### src/rtl/mips_ctrl_pkg.sv
// -----------------------------------------------------------------------------
// mips_ctrl_pkg
// Shared definitions for the multi-cycle MIPS main control unit.
// Holds the state encodings, the opcode and funct constants, the ALUOp
// classes seen by the ALU control decoder, the ALUSrcB/PCSource select codes,
// the opcode class enum produced by mips_opcode_class, and the packed bundle
// of datapath strobes that the control FSM drives.
// Optional feature macro: MIPS_JR_EN (adds the JR_EXEC state and the JR class).
// -----------------------------------------------------------------------------
package mips_ctrl_pkg;

    // FSM state encodings. FETCH must stay at zero because it is the reset
    // encoding. Codes 13..15 are unused and recover to FETCH. JR_EXEC (12)
    // only has behaviour when MIPS_JR_EN is defined; otherwise it is unused.
    typedef enum logic [3:0] {
        S_FETCH     = 4'd0,
        S_DECODE    = 4'd1,
        S_MEM_ADDR  = 4'd2,
        S_MEM_READ  = 4'd3,
        S_MEM_WB    = 4'd4,
        S_MEM_WRITE = 4'd5,
        S_R_EXEC    = 4'd6,
        S_R_WB      = 4'd7,
        S_ADDI_EXEC = 4'd8,
        S_ADDI_WB   = 4'd9,
        S_BRANCH    = 4'd10,
        S_JUMP      = 4'd11,
        S_JR_EXEC   = 4'd12
    } state_e;

    // Primary opcodes, instruction[31:26].
    localparam logic [5:0] OP_RTYPE = 6'b000000;
    localparam logic [5:0] OP_LW    = 6'b100011;
    localparam logic [5:0] OP_SW    = 6'b101011;
    localparam logic [5:0] OP_BEQ   = 6'b000100;
    localparam logic [5:0] OP_J     = 6'b000010;
    localparam logic [5:0] OP_ADDI  = 6'b001000;

    // funct field of the R-type jump-register instruction.
    localparam logic [5:0] FUNCT_JR = 6'b001000;

    // ALUOp classes consumed by the ALU control decoder.
    localparam logic [1:0] ALUOP_ADD   = 2'b00;
    localparam logic [1:0] ALUOP_SUB   = 2'b01;
    localparam logic [1:0] ALUOP_FUNCT = 2'b10;

    // ALU B operand select.
    localparam logic [1:0] SRCB_REG     = 2'b00;
    localparam logic [1:0] SRCB_FOUR    = 2'b01;
    localparam logic [1:0] SRCB_IMM     = 2'b10;
    localparam logic [1:0] SRCB_IMM_SH2 = 2'b11;

    // Next-PC source select.
    localparam logic [1:0] PCSRC_ALU    = 2'b00;
    localparam logic [1:0] PCSRC_ALUOUT = 2'b01;
    localparam logic [1:0] PCSRC_JUMP   = 2'b10;
    localparam logic [1:0] PCSRC_REGA   = 2'b11;

    // Instruction class resolved in DECODE.
    typedef enum logic [2:0] {
        CLS_MEM,
        CLS_RTYPE,
        CLS_BEQ,
        CLS_JUMP,
        CLS_ADDI,
        CLS_JR,
        CLS_ILLEGAL
    } op_class_e;

    // Datapath strobes driven from the state register.
    typedef struct packed {
        logic       pcWrite;
        logic       pcWriteCond;
        logic       iOrD;
        logic       memRead;
        logic       memWrite;
        logic       memToReg;
        logic       irWrite;
        logic       regDst;
        logic       regWrite;
        logic       aluSrcA;
        logic [1:0] aluSrcB;
        logic [1:0] aluOp;
        logic [1:0] pcSource;
    } ctrl_t;

endpackage

### src/rtl/mips_opcode_class.sv
// -----------------------------------------------------------------------------
// mips_opcode_class
// Combinational opcode-to-class decode for the main control FSM.
// Ports:
//   opcode_i   [5:0]  instruction[31:26]
//   funct_i    [5:0]  instruction[5:0], only looked at when MIPS_JR_EN is set
//   opClass_o         resolved instruction class
//   illegal_o         high when the opcode is not supported
// Optional feature macro: MIPS_JR_EN (R-type with funct JR becomes CLS_JR).
// -----------------------------------------------------------------------------
module mips_opcode_class
    import mips_ctrl_pkg::*;
(
    input  logic [5:0] opcode_i,
    input  logic [5:0] funct_i,
    output op_class_e  opClass_o,
    output logic       illegal_o
);

    // Map each supported opcode to its class; everything else is illegal.
    // Loads and stores share one class because they share the address step.
    always_comb begin
        opClass_o = CLS_ILLEGAL;
        case (opcode_i)
            OP_LW, OP_SW: opClass_o = CLS_MEM;
            OP_RTYPE: begin
                opClass_o = CLS_RTYPE;
`ifdef MIPS_JR_EN
                if (funct_i == FUNCT_JR) begin
                    opClass_o = CLS_JR;
                end
`endif
            end
            OP_BEQ:  opClass_o = CLS_BEQ;
            OP_J:    opClass_o = CLS_JUMP;
            OP_ADDI: opClass_o = CLS_ADDI;
            default: opClass_o = CLS_ILLEGAL;
        endcase
    end

    assign illegal_o = (opClass_o == CLS_ILLEGAL);

`ifndef MIPS_JR_EN
    // Without JR support the funct field has no effect on the class.
    logic unusedFunct;
    assign unusedFunct = ^funct_i;
`endif

endmodule

### src/rtl/mips_multicycle_control.sv
// -----------------------------------------------------------------------------
// mips_multicycle_control
// Moore main control FSM for the multi-cycle MIPS datapath. Sequences fetch,
// decode, execute, memory and writeback and drives the datapath strobes plus
// the 2-bit ALUOp class used by the ALU control decoder.
// Ports:
//   clk, reset (async, active-high; forces FETCH and zeroes all strobes)
//   opcode[5:0], funct[5:0]  instruction fields from the IR
//   PCWrite, PCWriteCond, IorD, MemRead, MemWrite, MemtoReg, IRWrite,
//   RegDst, RegWrite, ALUSrcA, ALUSrcB[1:0], ALUOp[1:0], PCSource[1:0]
//   illegal_op               one-cycle pulse in DECODE for unsupported opcodes
//   state[STATE_W-1:0]       current state, debug only
// Optional feature macro: MIPS_JR_EN (adds JR_EXEC for R-type funct 001000).
// -----------------------------------------------------------------------------
module mips_multicycle_control
    import mips_ctrl_pkg::*;
#(
    parameter int                 STATE_W     = 4,
    parameter logic [STATE_W-1:0] RESET_STATE = '0
) (
    input  logic               clk,
    input  logic               reset,
    input  logic [5:0]         opcode,
    input  logic [5:0]         funct,
    output logic               PCWrite,
    output logic               PCWriteCond,
    output logic               IorD,
    output logic               MemRead,
    output logic               MemWrite,
    output logic               MemtoReg,
    output logic               IRWrite,
    output logic               RegDst,
    output logic               RegWrite,
    output logic               ALUSrcA,
    output logic [1:0]         ALUSrcB,
    output logic [1:0]         ALUOp,
    output logic [1:0]         PCSource,
    output logic               illegal_op,
    output logic [STATE_W-1:0] state
);

    logic [STATE_W-1:0] state_q;
    logic [STATE_W-1:0] state_d;
    op_class_e          opClass;
    logic               opIllegal;
    ctrl_t              ctrl;

    mips_opcode_class u_opcode_class (
        .opcode_i  (opcode),
        .funct_i   (funct),
        .opClass_o (opClass),
        .illegal_o (opIllegal)
    );

    // State register. Reset is asynchronous so an in-flight instruction is
    // abandoned immediately and no later memory or register write happens.
    always_ff @(posedge clk or posedge reset) begin
        if (reset) begin
            state_q <= RESET_STATE;
        end else begin
            state_q <= state_d;
        end
    end

    // Next-state logic. The IR is stable from DECODE onwards, so opcode is
    // read directly in DECODE and MEM_ADDR. Writeback, store, branch, jump
    // and any unused encoding all fall through to FETCH.
    always_comb begin
        state_d = STATE_W'(S_FETCH);
        case (state_q)
            STATE_W'(S_FETCH): state_d = STATE_W'(S_DECODE);
            STATE_W'(S_DECODE): begin
                case (opClass)
                    CLS_MEM:   state_d = STATE_W'(S_MEM_ADDR);
                    CLS_RTYPE: state_d = STATE_W'(S_R_EXEC);
                    CLS_BEQ:   state_d = STATE_W'(S_BRANCH);
                    CLS_JUMP:  state_d = STATE_W'(S_JUMP);
                    CLS_ADDI:  state_d = STATE_W'(S_ADDI_EXEC);
`ifdef MIPS_JR_EN
                    CLS_JR:    state_d = STATE_W'(S_JR_EXEC);
`endif
                    default:   state_d = STATE_W'(S_FETCH);
                endcase
            end
            STATE_W'(S_MEM_ADDR): begin
                state_d = (opcode == OP_SW) ? STATE_W'(S_MEM_WRITE)
                                            : STATE_W'(S_MEM_READ);
            end
            STATE_W'(S_MEM_READ):  state_d = STATE_W'(S_MEM_WB);
            STATE_W'(S_R_EXEC):    state_d = STATE_W'(S_R_WB);
            STATE_W'(S_ADDI_EXEC): state_d = STATE_W'(S_ADDI_WB);
            default:               state_d = STATE_W'(S_FETCH);
        endcase
    end

    // Output decode from the state register only. While reset is high the
    // state reads FETCH, but every strobe is held low so the datapath idles.
    always_comb begin
        ctrl       = '0;
        illegal_op = 1'b0;
        if (!reset) begin
            case (state_q)
                STATE_W'(S_FETCH): begin
                    ctrl.memRead  = 1'b1;
                    ctrl.irWrite  = 1'b1;
                    ctrl.aluSrcB  = SRCB_FOUR;
                    ctrl.aluOp    = ALUOP_ADD;
                    ctrl.pcSource = PCSRC_ALU;
                    ctrl.pcWrite  = 1'b1;
                end
                STATE_W'(S_DECODE): begin
                    ctrl.aluSrcB = SRCB_IMM_SH2;
                    ctrl.aluOp   = ALUOP_ADD;
                    illegal_op   = opIllegal;
                end
                STATE_W'(S_MEM_ADDR), STATE_W'(S_ADDI_EXEC): begin
                    ctrl.aluSrcA = 1'b1;
                    ctrl.aluSrcB = SRCB_IMM;
                    ctrl.aluOp   = ALUOP_ADD;
                end
                STATE_W'(S_MEM_READ): begin
                    ctrl.memRead = 1'b1;
                    ctrl.iOrD    = 1'b1;
                end
                STATE_W'(S_MEM_WB): begin
                    ctrl.regWrite = 1'b1;
                    ctrl.memToReg = 1'b1;
                end
                STATE_W'(S_MEM_WRITE): begin
                    ctrl.memWrite = 1'b1;
                    ctrl.iOrD     = 1'b1;
                end
                STATE_W'(S_R_EXEC): begin
                    ctrl.aluSrcA = 1'b1;
                    ctrl.aluSrcB = SRCB_REG;
                    ctrl.aluOp   = ALUOP_FUNCT;
                end
                STATE_W'(S_R_WB): begin
                    ctrl.regWrite = 1'b1;
                    ctrl.regDst   = 1'b1;
                end
                STATE_W'(S_ADDI_WB): begin
                    ctrl.regWrite = 1'b1;
                end
                STATE_W'(S_BRANCH): begin
                    ctrl.aluSrcA     = 1'b1;
                    ctrl.aluSrcB     = SRCB_REG;
                    ctrl.aluOp       = ALUOP_SUB;
                    ctrl.pcWriteCond = 1'b1;
                    ctrl.pcSource    = PCSRC_ALUOUT;
                end
                STATE_W'(S_JUMP): begin
                    ctrl.pcWrite  = 1'b1;
                    ctrl.pcSource = PCSRC_JUMP;
                end
`ifdef MIPS_JR_EN
                STATE_W'(S_JR_EXEC): begin
                    ctrl.pcWrite  = 1'b1;
                    ctrl.pcSource = PCSRC_REGA;
                end
`endif
                default: ctrl = '0;
            endcase
        end
    end

    assign PCWrite     = ctrl.pcWrite;
    assign PCWriteCond = ctrl.pcWriteCond;
    assign IorD        = ctrl.iOrD;
    assign MemRead     = ctrl.memRead;
    assign MemWrite    = ctrl.memWrite;
    assign MemtoReg    = ctrl.memToReg;
    assign IRWrite     = ctrl.irWrite;
    assign RegDst      = ctrl.regDst;
    assign RegWrite    = ctrl.regWrite;
    assign ALUSrcA     = ctrl.aluSrcA;
    assign ALUSrcB     = ctrl.aluSrcB;
    assign ALUOp       = ctrl.aluOp;
    assign PCSource    = ctrl.pcSource;
    assign state       = state_q;

endmodule
### config.mk
export PLATFORM = sky130hd
export DESIGN_NAME = mips_multicycle_control
export DESIGN_NICKNAME = d
export VERILOG_FILES = /design/src/rtl/mips_ctrl_pkg.sv /design/src/rtl/mips_opcode_class.sv /design/src/rtl/mips_multicycle_control.sv
export SDC_FILE = /design/constraint.sdc
export NUM_CORES = 1
export LEC_CHECK = 0
export ABC_AREA = 1
export BUFFER_PORTS_ARGS = -buffer_cell sky130_fd_sc_hd__buf_2
export CAP_MARGIN = 15
export CORE_AREA = 2 2 39 41
export DETAILED_ROUTE_END_ITERATION = 8
export DIE_AREA = 0 0 41 43
export GPL_ROUTABILITY_DRIVEN = 0
export PLACE_DENSITY = 0.71
export SYNTH_ARGS = -nofsm -noshare
export SYNTH_HDL_FRONTEND = slang
export SYNTH_SLANG_ARGS = --single-unit
export TNS_END_PERCENT = 1
### constraint.sdc
create_clock -name clk -period 3 [get_ports clk]
set_input_delay 0.3 -clock clk [delete_from_list [all_inputs] [get_ports clk]]
set_output_delay 0.3 -clock clk [all_outputs]
set_load 0.1 [all_outputs]
==> results.yml, run 1 <==
yosys:
  synthDistinctLibCells: 18
  yosysWarnings: 0
  synthTopCellsByArea: "dfrtp_1 (21%), nand2_1 (14%), nor2_1 (12%)"
  synth_common_cells: "nand2_1 (18), nor2_1 (15), inv_1 (14)"
  synthCells: 84
  synth_edf_count: 0
  syn_nets: 98
  synthFlopType: "dfrtp_1"
  yosysSeqAreaShare_pct: 21.4
  synth-async-reset-ratio_pct: 100
  synth.avg_cell_area_um2: 5.57
  synth_top_cell_by_area: "dfrtp_1"
  netlist.area_leader.share_pct: 21.4
  synth_seq_cells: 4
  syn_area_um2: 468
  synth.most_common_cell: "nand2_1"
cts:
  cts.sinks: 4
  clock_path_buffers: 2
  insertion_delay_ns: 0.24
  cts_root_buf: "clkbuf_4"
  cts_setup_buffers: 0
  clk_pin_slew_ns: 0.04
  ctsResizeCount: 0
  numCtsBuffers: 3
  cts-hold-fix-buffers: 0
  ctsHtreeMaxLevel: 1
  cts_tree: "yes"
critical_path:
  rr_endpoint: "state[0]$_DFF_PP0_"
  critPathMaxFanout: 4
  critPathRequiredTime_ns: 2.70
  reg2reg_slack_ns: 1.79
  cp-endpoint: "ALUSrcA"
  reg2reg_depth: 5
  critical_path_arrival_ns: 1.71
  critPathCaptureType: "primary output"
  critPathLaunchType: "flip-flop"
  cpMaxStageDelayCell: "buf_2"
  cp_cell_sequence: "nor2_2, inv_1, nor2_4, nor2_4, nand2_1, a21oi_1, inv_1, buf_2"
  critical_path_class: "flip-flop to primary output"
  cpPeakStageDelay_ns: 0.41
  worstSetupStartpoint: "state[3]$_DFF_PP0_"
  reg2reg_from: "state[1]$_DFF_PP0_"
sta:
  fmax_mhz: 496
  relSlewSlack_pct: 67.6
  worst_slack_ns: 0.986
  fin_worst_skew_ns: 0.00651
  hold_violations: 0
  setup_viol: 0
  tns_ns: 0
  drv_slew: 0
  worstMarginPinSlew_ns: 0.490
  rsz0062_at_grt: "false"
  min_period_over_period_pct: 67.1
  min_period_ns: 2.01
power_and_ir_drop:
  power_mw: 0.750
  irDropWorstVdd_mv: 0.458
  p_per_area_mw_per_mm2: 1160
  p_leak_nw: 0.426
detailed_routing:
  ant_nets: 0
  vias_per_cell: 4.78
  top_layer: "met4"
  wl_met2_um: 608
  met1_length_um: 548
  wl_per_cell_um: 9.88
  vias: 617
  met3_length_um: 100
  drcViolationCount: 0
  first_pass_iters: 4
  totalWireLength_um: 1280
  drtIter0Drc: 14
status:
  status: "finished clean"
final_layout:
  drive_gt1_share_pct: 36.3
  layout.nets: 129
  multiInputGateArea_um2: 307
  fillCellCount: 150
  area_growth_pct: 38.8
  final_util_pct: 46.9
  regArea_um2: 100
  instances_no_fill: 129
  antenna_cells: 0
  largest_reg_flops: 4
floorplan:
  initial_core_util_pct: 33.8
  top_level_ports: 35
  die_w_um: 41
  rows: 14
  core_mm2: 0.00138
  dieArea_mm2: 0.00176
  fp.dieH_um: 43
global_routing:
  antenna_found_initial: 0
  grt_pass1_wl_um: 2100
  grt_max_degree: 14
  grt_overflow: 0
  grt_usage_pct: 17.7
  first_global_vias: 525
flow_run:
  drv_cap: 0
placement:
  hpwl_um: 1020
  dp_slack_ns: 1.22
  port-buffer-count: 28
  dp.cells: 126
worst_hold_path:
  hp-class: "input port to async pin"
==> critical path, delay by kind of cell, from the launching register on <==
family          cells  cell delay, ns
compound gates      1            0.06
buf+inv             3            0.56
flops               1            0.40
simple gates        4            0.46
==> worst min-delay path by stage <==
stage,startpoint,endpoint,slack [ns]
2_1_floorplan,reset,state[0]$_DFF_PP0_,0.08
3_3_place_gp,reset,state[1]$_DFF_PP0_,0.32
3_5_place_dp,reset,state[1]$_DFF_PP0_,0.33
4_1_cts,reset,state[1]$_DFF_PP0_,0.08
5_1_grt,reset,state[1]$_DFF_PP0_,0.10
6_report,reset,state[1]$_DFF_PP0_,0.09
==> metrics by stage <==
stage | cell area [um2] | hold slack, ns
after detailed placement | 627 | 0.328
after floorplan | 478 | 0.0827
after global routing | 649 | 0.101
after CTS | 649 | 0.0828
after global placement | 627 | 0.323
final | 649 | 0.0892
==> cell usage in the layout (no fill, tap or decap) <==
cell / n
buf_2: 28
nand2_1: 18
nor2_1: 15
inv_1: 14
nand3_1: 5
a21oi_1: 5
nand4_1: 4
dfrtp_1: 4
clkbuf_4: 3
inv_2: 2
nand2_2: 2
nor2_2: 2
nor2_4: 2
o21ai_0: 2
nor3_2: 2
nor3_1: 2
or2_1: 1
o21a_1: 1
o22ai_1: 1
==> layer usage <==
metal | vias up | global-route usage, %
li1 | 327 | -
met1 | 262 | 21.2
met2 | 26 | 26.9
met3 | 2 | 4.71
met4 | 0 | 10.0
met5 | - | 0
==> layout make-up <==
cell class / instances / area share (%)
Multi-Input combinational cell: 62 / 47.2
Timing Repair Buffer: 28 / 21.6
Sequential cell: 4 / 15.4
Inverter: 16 / 9.25
Clock buffer: 3 / 3.47
Tap cell: 16 / 3.08
==> kinds of logic after synthesis <==
family | share of synthesized area, %
flops | 21.4
compound gates | 10.4
simple gates | 52.9
buf+inv | 15.2
==> power breakdown <==
group | leakage (nW) | total (mW) | switching [mW] | internal, mW
combinational | 0.359 | 0.595 | 0.507 | 0.0888
clock | 0.0138 | 0.0658 | 0.0211 | 0.0447
sequential | 0.0531 | 0.0892 | 0.0204 | 0.0688
total | 0.426 | 0.750 | 0.548 | 0.202
Power figures use the tool's default switching activity.
==> run 2, diff against run 1 <==
==> constraint.sdc (replaced) <==
create_clock -name clk -period 2 [get_ports clk]
set_input_delay 0.2 -clock clk [delete_from_list [all_inputs] [get_ports clk]]
set_output_delay 0.2 -clock clk [all_outputs]
set_load 0.1 [all_outputs]
==> run 2 against run 1 <==
  * First-iteration DRC count fell by 57%
  * Clock-buffer cell count did not move
  * Setup slack got worse by 0.86 ns
  * Register-to-register slack got worse by 1.1 ns
  * Critical path depth fell by 4
  * Sequential cell count did not move
  * Combinational power rose by 68%
  * Core utilization rose by 9.9 points
  * Hold slack improved by 0.29 ns
  * Sequential power rose by 65%
  * Die area did not move
  * Critical endpoint is now MemtoReg
  * Highest routed layer unchanged
==> results.yml, run 2 (synthesis results as in run 1) <==
status:
  status: "finished clean"
worst_hold_path:
  hp-start: "opcode[2]"
  hp-class: "input port to flip-flop"
final_layout:
  layout_commonest_cell: "buf_2"
  fillCellCount: 133
  area_growth_pct: 67.9
  instances_no_fill: 131
  antenna_cells: 0
  layout.nets: 131
  largest_reg_flops: 4
  final_cell_mix: "buf_2 (23), nand2_1 (17), inv_1 (13), nor2_1 (9), nor2_2 (8)"
  drive_gt1_share_pct: 53.9
floorplan:
  initial_core_util_pct: 33.8
  fp.dieH_um: 43
  core_mm2: 0.00138
  die_w_um: 41
  top_level_ports: 35
  rows: 14
  dieArea_mm2: 0.00176
global_routing:
  grt_overflow: 0
  grt_usage_pct: 17.3
  grt_max_degree: 13
  grt_pass1_wl_um: 2060
  first_global_vias: 534
  antenna_found_initial: 0
sta:
  rsz0062_at_grt: "false"
  hold_violations: 0
  tns_ns: 0
  relSlewSlack_pct: 67.7
  min_period_ns: 1.88
  drv_slew: 0
  worstMarginPinSlew_ns: 0.487
  fmax_mhz: 533
  min_period_over_period_pct: 93.9
  setup_viol: 0
  fin_worst_skew_ns: 0.00523
power_and_ir_drop:
  p_leak_nw: 0.437
  irDropWorstVdd_mv: 0.744
  p_per_area_mw_per_mm2: 1590
placement:
  hpwl_um: 1070
  port-buffer-count: 28
  dp.cells: 127
cts:
  numCtsBuffers: 3
  cts_setup_buffers: 0
  insertion_delay_ns: 0.24
  clk_pin_slew_ns: 0.03
  ctsHtreeMaxLevel: 1
  clock_path_buffers: 2
  cts_root_buf: "clkbuf_4"
  cts.sinks: 4
  cts_tree: "yes"
critical_path:
  critPathLaunchType: "flip-flop"
  reg2reg_from: "state[1]$_DFF_PP0_"
  critPathCaptureType: "primary output"
  critical_path_class: "flip-flop to primary output"
  critPathMaxFanout: 4
  worstSetupStartpoint: "state[3]$_DFF_PP0_"
  critical_path_arrival_ns: 1.68
  critPathRequiredTime_ns: 1.80
detailed_routing:
  drcViolationCount: 0
  drtIter0Drc: 6
  vias: 617
  vias_per_cell: 4.71
  totalWireLength_um: 1300
  wl_per_cell_um: 9.93
  first_pass_iters: 4
  ant_nets: 0
flow_run:
  drv_cap: 0
-- run 2: final timing paths --
check / endpoint / slack, ns / cells past startpoint
max: MemtoReg / 0.12 / 4
min in group asynchronous: state[1]$_DFF_PP0_ / 0.47 / 3
min: state[2]$_DFF_PP0_ / 0.38 / 4
max in group asynchronous: state[3]$_DFF_PP0_ / 1.34 / 3
max reg2reg: state[0]$_DFF_PP0_ / 0.69 / 5
min reg2reg: state[3]$_DFF_PP0_ / 0.74 / 3
-- run 2: layout make-up --
| cell class | count | area (um2) | share of cell area [%] |
|---|---|---|---|
| Multi-Input combinational cell | 62 | 372 | 47.3 |
| Timing Repair Buffer | 30 | 195 | 24.8 |
| Sequential cell | 4 | 113 | 14.3 |
| Inverter | 16 | 63.8 | 8.12 |
| Clock buffer | 3 | 22.5 | 2.87 |
| Tap cell | 16 | 20.0 | 2.55 |
-- run 2: where the power goes --
part	total (mW)	internal (mW)	switching, mW
sequential	0.147	0.116	0.0314
clock	0.0997	0.0671	0.0326
combinational	1.00	0.194	0.805
-- run 2: stage by stage --
stage / cell area, um2 / power [mW] / utilization [%] / hold slack (ns) / worst slack [ns]
final: 786 / 1.25 / 56.8 / 0.375 / 0.123
after global routing: 786 / 1.30 / 56.8 / 0.388 / 0.0143
after CTS: 776 / 1.25 / 56.1 / 0.343 / 0.0764
after detailed placement: 743 / 1.14 / 53.7 / 0.133 / 0.327
after global placement: 743 / 1.14 / 53.7 / 0.124 / 0.335
after floorplan: 557 / 0.972 / - / -0.00829 / -0.379
-- run 2: timing repair --
item,CTS,global route
hold buffers,1,0
endpoints found under the hold margin,4,0
gates resized for setup,0,4
setup endpoints to repair,0,3
-- run 2: metal layers --
metal  wire, um  share of wire (%)  vias to the layer above  global-route usage (%)
li1           -                  -                      328                       -
met1        547                 42                      263                    18.9
met2        650                 50                       24                    29.1
met3         84                6.5                        2                    3.14
met4         19                1.5                        0                    10.0
met5          0                  0                        -                       0
-- run 2: critical path, stage by stage (launching register included) --
cell and delay, ns:
dfrtp_4 0.49, nor2_1 0.23, nand2_1 0.19, nor2_2 0.11, buf_2 0.43
==> run 3, diff against run 2 <==
--- a/config.mk
+++ b/config.mk
@@ -8,12 +8,12 @@
 export ABC_AREA = 1
 export BUFFER_PORTS_ARGS = -buffer_cell sky130_fd_sc_hd__buf_2
 export CAP_MARGIN = 15
-export CORE_AREA = 2 2 39 41
+export CORE_UTILIZATION = 40
 export DETAILED_ROUTE_END_ITERATION = 8
-export DIE_AREA = 0 0 41 43
 export GPL_ROUTABILITY_DRIVEN = 0
-export PLACE_DENSITY = 0.71
+export PLACE_DENSITY = 0.87
 export SYNTH_ARGS = -nofsm -noshare
 export SYNTH_HDL_FRONTEND = slang
+export SYNTH_HIERARCHICAL = 1
 export SYNTH_SLANG_ARGS = --single-unit
 export TNS_END_PERCENT = 1
==> run 3 against run 2 <==
  * Power is 32% higher
  * Largest power group unchanged
  * Global-route usage is 5.7 points higher
  * Wire length is 20% higher
  * Core utilization is 16 points higher
  * Clock power hardly changed
  * First-iteration DRC count stayed put
  * Maximum frequency is 1.9% lower
==> results.yml, run 3 <==
status:
  status: "finished clean"
global_routing:
  grt_usage_pct: 23.0
  first_global_vias: 612
  grt_max_degree: 16
  grt_overflow: 0
  grt_pass1_wl_um: 2410
  antenna_found_initial: 0
power_and_ir_drop:
  irDropWorstVdd_mv: 0.654
  p_leak_nw: 0.498
  p_per_area_mw_per_mm2: 1730
  power_mw: 1.65
cts:
  ctsHtreeMaxLevel: 1
  cts_root_buf: "clkbuf_4"
  clk_pin_slew_ns: 0.04
  clock_path_buffers: 2
  numCtsBuffers: 3
  cts.sinks: 4
  cts_tree: "yes"
  insertion_delay_ns: 0.24
yosys:
  yosysSeqAreaShare_pct: 17.7
  synth.most_common_cell: "nand2_1"
  synth-async-reset-ratio_pct: 100
  synth_edf_count: 0
  synthTopCellsByArea: "nand2_1 (20%), dfrtp_1 (18%), nor2_1 (17%)"
  synthCells: 110
  synthDistinctLibCells: 21
  synth_common_cells: "nand2_1 (30), nor2_1 (26), inv_1 (13)"
  netlist.area_leader.share_pct: 20.0
  yosysWarnings: 6
  synthFlopType: "dfrtp_1"
  synth.avg_cell_area_um2: 5.13
  synth_top_cell_by_area: "nand2_1"
  syn_area_um2: 564
  syn_nets: 124
  synth_seq_cells: 4
detailed_routing:
  met3_length_um: 78
  top_layer: "met4"
  met1_length_um: 608
  drcViolationCount: 0
  vias: 780
  first_pass_iters: 4
  vias_per_cell: 5.03
  ant_nets: 0
  totalWireLength_um: 1560
  drtIter0Drc: 6
  wl_met2_um: 845
  wl_per_cell_um: 10.1
sta:
  drv_slew: 0
  relSlewSlack_pct: 67.6
  rsz0062_at_grt: "false"
  worstMarginPinSlew_ns: 0.490
  fin_worst_skew_ns: 0.00502
  setup_viol: 0
  min_period_over_period_pct: 95.6
  hold_violations: 0
  min_period_ns: 1.91
  fmax_mhz: 523
final_layout:
  layout.nets: 156
  area_growth_pct: 68.5
  largest_reg_flops: 4
  drive_gt1_share_pct: 44.3
  layout_commonest_cell: "nand2_1"
  instances_no_fill: 155
  antenna_cells: 0
  final_cell_mix: "nand2_1 (30), buf_2 (19), nor2_1 (16), inv_1 (13), nor2_2 (13)"
  final_util_pct: 73.1
  fillCellCount: 101
  multiInputGateArea_um2: 494
  regArea_um2: 113
floorplan:
  rows: 13
  initial_core_util_pct: 43.4
  die_w_um: 39.6
  dieArea_mm2: 0.00156
  fp.dieH_um: 39.6
  top_level_ports: 35
  core_mm2: 0.00130
critical_path:
  critPathRequiredTime_ns: 1.80
  critPathCaptureType: "primary output"
  critical_path_arrival_ns: 1.71
  critPathLaunchType: "input port"
  reg2reg_from: "state[3]$_DFF_PP0_"
  critical_path_class: "input port to primary output"
  reg2reg_slack_ns: 0.78
  reg2reg_depth: 5
  rr_endpoint: "state[0]$_DFF_PP0_"
  critPathMaxFanout: 15
flow_run:
  drv_cap: 0
worst_hold_path:
  hp-start: "opcode[4]"
  hold-path-cell-count: 5
  min_to: "state[1]$_DFF_PP0_"
  hp-class: "input port to flip-flop"
placement:
  hpwl_um: 1300
  port-buffer-count: 28
  dp.cells: 151
-- run 3: cell types whose count changed in the layout (fill, tap and decap cells not counted), sizes merged, moves of 2 or more --
cell | previous run | this run
nand4 | 4 | 1
nand3 | 5 | 11
nor3 | 4 | 2
nor2 | 19 | 32
nand2 | 20 | 31
-- run 3: kinds of logic (layout without fill, tap and decap cells) --
family,Yosys count,in the layout,synth area share (%)
buffers and inverters,19,49,13.5
AND/OR/NAND/NOR,80,80,62.1
AO/OA/AOI/OAI,7,7,6.65
flip-flops,4,4,17.7
-- run 3: through the flow --
stage	hold slack, ns	instance area, um2	worst slack [ns]	setup TNS (ns)
finish	0.318	951	0.0871	0
global placement	0.113	908	0.327	0
global route	0.368	951	0.0107	0
detailed placement	0.122	908	0.317	0
floorplan	0.318	683	-0.188	-1.25
CTS	0.318	941	0.0652	0
-- run 3: critical path, stage by stage --
cell and delay, ns:
dlygate4sd3_1 0.53, buf_2 0.13, buf_4 0.22, nor3_4 0.19
buf_2 0.44
-- run 3: worst max-delay path by stage --
stage | from | depth (start not counted) | slack [ns] | endpoint
floorplan | state[3]$_DFF_PP0_ | 5 | -0.19 | PCSource[0]
global placement | state[2]$_DFF_PP0_ | 6 | 0.33 | ALUSrcA
detailed placement | state[1]$_DFF_PP0_ | 4 | 0.32 | IRWrite
CTS | state[1]$_DFF_PP0_ | 4 | 0.07 | IRWrite
global route | state[3]$_DFF_PP0_ | 5 | 0.01 | PCWriteCond
finish | reset | 5 | 0.09 | RegDst
-- run 3: per-layer routing --
layer / GRT usage, % / vias to the layer above
li1: - / 405
met1: 23.8 / 346
met2: 45.1 / 24
met3: 2.27 / 5
met4: 10.3 / 0
met5: 0 / -
-- run 3: area by class of cell --
class                           instances  share of cell area, %
Multi-Input combinational cell         87                   52.0
Timing Repair Buffer                   30                   25.5
Sequential cell                         4                   11.8
Inverter                               16                   6.32
Clock buffer                            3                   2.37
Tap cell                               15                   1.97
-- run 3: where the power goes --
group | leakage (nW) | total [mW] | switching (mW) | internal [mW]
sequential | 0.0462 | 0.178 | 0.0566 | 0.121
clock | 0.0138 | 0.103 | 0.0357 | 0.0673
combinational | 0.438 | 1.37 | 1.04 | 0.328
-- run 3: timing repair --
item,CTS,global route
resized for setup,0,4
endpoints found under the setup margin,0,4
buffers inserted,0,0
hold buffers,1,0
endpoints found under the hold margin,4,0
